**src/rtl/lobster_cache_ctrl.sv**
```systemverilog
// lobster_cache_ctrl: request front-end for lobster_cache.
// Buffers read/write/find requests in a small FIFO. Each request is issued
// to the cache as a one-cycle strobe. The cache's registered data_out is
// captured and returned on a valid/ready response channel.
// Ports:
//   clk, rst         clock, synchronous active-high reset
//   req_*            request channel (valid/ready, op, addr, data)
//   rsp_*            response channel (valid/ready, op, data, hit)
//   cache_*          strobe interface to lobster_cache
// Optional build macro LOBSTER_CACHE_CTRL_STATS_EN adds four 32-bit
// counters: stat_reads, stat_writes, stat_finds and stat_misses.
module lobster_cache_ctrl #(
  parameter int unsigned ADDR_WIDTH = 32,
  parameter int unsigned DATA_WIDTH = 32,
  parameter int unsigned FIFO_DEPTH = 4
) (
  input  logic                  clk,
  input  logic                  rst,
  input  logic                  req_valid,
  output logic                  req_ready,
  input  logic [1:0]            req_op,
  input  logic [ADDR_WIDTH-1:0] req_addr,
  input  logic [DATA_WIDTH-1:0] req_data,
  output logic                  rsp_valid,
  input  logic                  rsp_ready,
  output logic [1:0]            rsp_op,
  output logic [DATA_WIDTH-1:0] rsp_data,
  output logic                  rsp_hit,
  output logic                  cache_we,
  output logic                  cache_find,
  output logic [ADDR_WIDTH-1:0] cache_addr_in,
  output logic [DATA_WIDTH-1:0] cache_data_in,
  output logic [ADDR_WIDTH-1:0] cache_addr_out,
  input  logic [DATA_WIDTH-1:0] cache_data_out
`ifdef LOBSTER_CACHE_CTRL_STATS_EN
  ,
  output logic [31:0]           stat_reads,
  output logic [31:0]           stat_writes,
  output logic [31:0]           stat_finds,
  output logic [31:0]           stat_misses
`endif
);

  localparam int unsigned PTR_W = (FIFO_DEPTH > 1) ? $clog2(FIFO_DEPTH) : 1;
  localparam int unsigned CNT_W = PTR_W + 1;

  localparam logic [1:0] OP_READ  = 2'b00;
  localparam logic [1:0] OP_WRITE = 2'b01;
  localparam logic [1:0] OP_FIND  = 2'b10;

  typedef struct packed {
    logic [1:0]            op;
    logic [ADDR_WIDTH-1:0] addr;
    logic [DATA_WIDTH-1:0] data;
  } req_t;

  typedef enum logic [1:0] {S_IDLE, S_ISSUE, S_CAPTURE, S_RESP} state_t;

  state_t           state_q, state_d;
  req_t             fifo_q [FIFO_DEPTH];
  logic [PTR_W-1:0] wr_ptr_q, rd_ptr_q;
  logic [CNT_W-1:0] count_q;
  req_t             iss_q;

  logic                  rsp_valid_q, rsp_hit_q;
  logic [1:0]            rsp_op_q;
  logic [DATA_WIDTH-1:0] rsp_data_q;

  logic full, empty, push, pop;

  assign full      = (count_q == CNT_W'(FIFO_DEPTH));
  assign empty     = (count_q == '0);
  assign req_ready = !full;
  assign push      = req_valid && !full;
  assign pop       = (state_q == S_IDLE) && !empty;

  // Request FIFO storage and pointers; pointers wrap naturally (power-of-two depth)
  always_ff @(posedge clk) begin
    if (push) fifo_q[wr_ptr_q] <= '{op: req_op, addr: req_addr, data: req_data};
  end

  always_ff @(posedge clk) begin
    if (rst) begin
      wr_ptr_q <= '0;
      rd_ptr_q <= '0;
      count_q  <= '0;
      iss_q    <= '0;
    end else begin
      if (push) wr_ptr_q <= wr_ptr_q + PTR_W'(1);
      if (pop) begin
        rd_ptr_q <= rd_ptr_q + PTR_W'(1);
        iss_q    <= fifo_q[rd_ptr_q];
      end
      case ({push, pop})
        2'b10:   count_q <= count_q + CNT_W'(1);
        2'b01:   count_q <= count_q - CNT_W'(1);
        default: count_q <= count_q;
      endcase
    end
  end

  // FSM state register
  always_ff @(posedge clk) begin
    if (rst) state_q <= S_IDLE;
    else     state_q <= state_d;
  end

  // FSM next state; only read and find wait for cache data
  always_comb begin
    state_d = state_q;
    case (state_q)
      S_IDLE:    if (!empty) state_d = S_ISSUE;
      S_ISSUE:   state_d = ((iss_q.op == OP_READ) || (iss_q.op == OP_FIND)) ? S_CAPTURE : S_IDLE;
      S_CAPTURE: state_d = S_RESP;
      S_RESP:    if (rsp_ready) state_d = S_IDLE;
      default:   state_d = S_IDLE;
    endcase
  end

  // Cache strobes: only in ISSUE, never during the reset cycle
  always_comb begin
    cache_we       = 1'b0;
    cache_find     = 1'b0;
    cache_addr_in  = '0;
    cache_data_in  = '0;
    cache_addr_out = '0;
    if ((state_q == S_ISSUE) && !rst) begin
      case (iss_q.op)
        OP_WRITE: begin
          cache_we      = 1'b1;
          cache_addr_in = iss_q.addr;
          cache_data_in = iss_q.data;
        end
        OP_READ:  cache_addr_out = iss_q.addr;
        OP_FIND: begin
          cache_find    = 1'b1;
          cache_data_in = iss_q.data;
        end
        default: ;
      endcase
    end
  end

  // Response registers: captured in CAPTURE, held until consumed
  always_ff @(posedge clk) begin
    if (rst) begin
      rsp_valid_q <= 1'b0;
      rsp_op_q    <= '0;
      rsp_data_q  <= '0;
      rsp_hit_q   <= 1'b0;
    end else if (state_q == S_CAPTURE) begin
      rsp_valid_q <= 1'b1;
      rsp_op_q    <= iss_q.op;
      rsp_data_q  <= cache_data_out;
      rsp_hit_q   <= (iss_q.op == OP_FIND) ? !cache_data_out[DATA_WIDTH-1] : 1'b1;
    end else if ((state_q == S_RESP) && rsp_ready) begin
      rsp_valid_q <= 1'b0;
    end
  end

  assign rsp_valid = rsp_valid_q;
  assign rsp_op    = rsp_op_q;
  assign rsp_data  = rsp_data_q;
  assign rsp_hit   = rsp_hit_q;

`ifdef LOBSTER_CACHE_CTRL_STATS_EN
  logic [31:0] stat_reads_q, stat_writes_q, stat_finds_q, stat_misses_q;
  logic        iss_rd, iss_wr, iss_fd, cap_miss;

  assign iss_rd   = (state_q == S_ISSUE) && (iss_q.op == OP_READ);
  assign iss_wr   = (state_q == S_ISSUE) && (iss_q.op == OP_WRITE);
  assign iss_fd   = (state_q == S_ISSUE) && (iss_q.op == OP_FIND);
  assign cap_miss = (state_q == S_CAPTURE) && (iss_q.op == OP_FIND) && cache_data_out[DATA_WIDTH-1];

  // Activity counters; wrap at 2^32
  always_ff @(posedge clk) begin
    if (rst) begin
      stat_reads_q  <= '0;
      stat_writes_q <= '0;
      stat_finds_q  <= '0;
      stat_misses_q <= '0;
    end else begin
      if (iss_rd) begin
        stat_reads_q <= stat_reads_q + 32'd1;
        $display("%m: stat_reads=%0d", stat_reads_q + 32'd1);
      end
      if (iss_wr) begin
        stat_writes_q <= stat_writes_q + 32'd1;
        $display("%m: stat_writes=%0d", stat_writes_q + 32'd1);
      end
      if (iss_fd) begin
        stat_finds_q <= stat_finds_q + 32'd1;
        $display("%m: stat_finds=%0d", stat_finds_q + 32'd1);
      end
      if (cap_miss) begin
        stat_misses_q <= stat_misses_q + 32'd1;
        $display("%m: stat_misses=%0d", stat_misses_q + 32'd1);
      end
    end
  end

  assign stat_reads  = stat_reads_q;
  assign stat_writes = stat_writes_q;
  assign stat_finds  = stat_finds_q;
  assign stat_misses = stat_misses_q;
`endif

endmodule

```
**config.mk**
```make
export PLATFORM = sky130hd
export DESIGN_NAME = lobster_cache_ctrl
export DESIGN_NICKNAME = d
export VERILOG_FILES = /design/src/rtl/lobster_cache_ctrl.sv
export SDC_FILE = /design/constraint.sdc
export NUM_CORES = 1
export LEC_CHECK = 0
export BUFFER_PORTS_ARGS = -buffer_cell sky130_fd_sc_hd__buf_4
export CAP_MARGIN = 20
export CORE_ASPECT_RATIO = 0.7
export CORE_MARGIN = 1.5
export CORE_UTILIZATION = 44
export CTS_CLUSTER_DIAMETER = 40
export DETAILED_ROUTE_END_ITERATION = 8
export GPL_TIMING_DRIVEN = 0
export SLEW_MARGIN = 20
export SYNTH_ARGS = -nofsm -noshare
export SYNTH_HDL_FRONTEND = slang
export SYNTH_SLANG_ARGS = --single-unit
```
**constraint.sdc**
```tcl
create_clock -name clk -period 3.2 [get_ports clk]
set_clock_uncertainty 0.2 [all_clocks]
set_input_delay 0.32 -clock clk [delete_from_list [all_inputs] [get_ports clk]]
set_output_delay 0.32 -clock clk [all_outputs]
set_load 0.005 [all_outputs]
```
==> results.toml <==
[status]
outcome = "finished, final reports clean"

[synthesis]
synth_nets = 950
synth_seq_cells = 375
yosys.area_share.simple_pct = 7.38
async_flop_share_pct = 0
synth_fa_ha_area_share_pct = 0.856
yosys_warnings = 0
synth_xor_area_share_pct = 0.125
synth_compound_area_share_pct = 6.14
syn-mean-instance-area_um2 = 16.7
syn_inst = 839
synth_top_family_by_area = "multiplexers"
synth-edff-count = 264
yosys-mux-area-fraction_pct = 10.6
synth_ff_type = "edfxtp_1"
seq_area_frac_synth_pct = 72.3
ys_types = 37
synth_area_um2 = 14000

[timing]
tightest_slew_ns = 0.750
finalSetupViolCount = 0
setup_ws_ns = 0.193
timing.final.crit_period_ns = 3.01
period_share_pct = 94.0
fmax_mhz = 333
rsz0062_at_grt = "false"
finalHoldViolCount = 0
max_slew_margin_pct = 50.0
drv_slew = 0

[power]
power.static_leakage_nw = 7.35
pwr-share-seq_pct = 44.4
p_comb_share_pct = 22.0
max-vdd-ir-drop_mv = 0.460
p_int_w = 0.0106
power_density_nw_per_um2 = 773
sw_frac_of_total_pct = 27.7
p_clk_share_pct = 33.6
switchingPower_w = 0.00405

[drt]
routedWlPerCell_um = 19.8
drt-met1-wl_um = 15500
drtIter0Drc = 547
wl_met3_um = 1880
route.detailed.drc = 0
routed_via_density = 5.18
dr_total_vias = 8682
wl_um = 33300
ant_nets = 0
dr.pass1.iters = 5
routed.top_layer = "met4"
met2_length_um = 15400

[floorplan]
initial_core_util_pct = 44.9
core_area_um2 = 31300
rows = 54
io_pins = 237
fp.dieH_um = 152
fp.dieW_um = 216
die-area_um2 = 33000

[cells_and_area]
drive_above_1_share_pct = 33.2
syn_to_final_growth_pct = 34.8
finish.instance_area_um2 = 18900
multi_input_area_um2 = 3550
fillers = 2414
layout_common_cells = "edfxtp_1, buf_4, dfxtp_1"
fin_cells = 1677
nets = 1332
regArea_um2 = 10100
mostFrequentLayoutCell = "edfxtp_1"

[clocking]
clk_pin_slew_ns = 0.06
cts_made_buffers = 41
cts_tree = "yes"
cts_root_buf = "clkbuf_16"
h-tree-depth = 2
postCtsSetupRepairBufs = 0
cts_buffer_depth = 3
clock-sinks = 375
clk_latency_ns = 0.53

[critical_path]
critical_path_class = "flip-flop to primary output"
cp-start-kind = "flip-flop"
required_ns = 2.68
crit_family = "buffers and inverters"
cp_cell_sequence = "buf_2 -> nand2b_1 -> nor2_4 -> clkbuf_1 -> and3_1 -> buf_4"
worstPathArrival_ns = 2.49
slowest_delay_ns = 0.58
crit_slowest_cell = "clkbuf_1"
cp_num_buf_inv = 3
end_kind = "primary output"
crit_path_max_fanout = 10

[flow_run]
drv_cap = 0

[grt]
grt_pass1_wl_um = 50800
grt_max_degree = 44
grt_pass1_vias = 8877
overflow = 0
globalRouteTotalUtil_pct = 20.2
antenna_found_initial = 1

[worst_hold_path]
hp-class = "input port to flip-flop"

[place]
place_ws_ns = 0.522
placed_cell_area_um2 = 16500
dpl.cell_count = 1499
gp_congestion = 0.777
portBuffers = 235
dp_hpwl_um = 21700
-- cells in the mapped netlist, drive strengths merged (2+ instances only) --
library cell	instances	area share (%)
buf	32	1.4
edfxtp	264	57
nor3	2	0.071
a311oi	2	0.12
ha	8	0.71
and2	2	0.089
nand3	2	0.071
nand2b	3	0.13
nor2	10	0.29
a21o	2	0.11
or3	2	0.12
nand2	71	1.9
xor2	2	0.12
mux4	66	11
dfxtp	111	16
and3	100	4.5
clkbuf	34	0.93
a21oi	42	1.5
a22o	66	4.1
inv	8	0.21
-- sequential cells by signal (all words and copies together), names as in the netlist, named ones only --
register and flops:
state_q 1, fifo_q 264, iss_q 66, rd_ptr_q 2, rsp_op 2, wr_ptr_q 2
rsp_hit 1, count_q 3, rsp_valid 1, rsp_data 32
-- through the flow --
step / power [W] / util (%) / TNS, ns / hold slack, ns
global route: 0.0153 / 60.4 / 0 / 0.0501
detailed placement: 0.00972 / 52.6 / 0 / 0.249
floorplan: 0.00844 / - / 0 / 0.219
finish: 0.0146 / 60.5 / 0 / 0.0215
global placement: 0.00963 / 52.2 / -333.90 / 0.244
CTS: 0.0147 / 60.4 / 0 / 0.00756
-- power by group through the flow --
stage | Clock, W | Combinational, W | Sequential, W
floorplan | 0 | 0.00201 | 0.00643
global placement | 0 | 0.00304 | 0.00659
detailed placement | 0 | 0.00314 | 0.00658
CTS | 0.00501 | 0.00325 | 0.00649
global route | 0.00519 | 0.00351 | 0.00659
finish | 0.00491 | 0.00322 | 0.00648
-- routing by layer --
metal / track usage, % / vias to the layer above
met2: 31.7 / 256
met3: 3.63 / 47
met5: 0 / -
met1: 29.5 / 4330
met4: 4.53 / 0
li1: - / 4049
-- area by class of cell --
cell class	count	share of cell area, %
flip-flops and latches	375	53.7
multi-input cells	390	18.8
repair buffers	339	15.2
clock buffers	55	6.30
well taps	420	2.78
plain buffers	66	1.74
clock inverters	21	1.34
inverters	8	0.159
diodes	3	0.0397
-- logic make-up after synthesis --
kind of cell,count (synthesis)
compound gates,117
xor+xnor,2
fa+ha+maj,9
buf+inv,74
flops,375
mux,66
simple gates,196
-- worst reg2reg max path, cell delays in order, from the launching register on --
cell	delay, ns
dfxtp_1	0.38
or3b_1	0.35
clkbuf_1	0.23
nand2_1	0.14
ha_1	0.19
inv_1	0.06
fa_1	0.37
xor2_1	0.16
or3_1	0.31
a21oi_1	0.13
-- repair_timing --
action                                  CTS  global route
hold buffers                             99             0
endpoints found under the setup margin   20             0
resized for setup                         1             0
endpoints found under the hold margin   300             0
-- worst paths after layout --
kind                      from            endpoint  slack (ns)  depth (start not counted)
setup / recovery    state_q[0]  cache_addr_out[22]        0.19                          6
hold / removal       req_valid         wr_ptr_q[0]        0.02                          3
setup reg to reg    count_q[2]          count_q[2]        0.60                          9
hold reg to reg   rsp_data[28]        rsp_data[28]        0.26                          2
No activity file was read; power rests on OpenSTA's default activity.
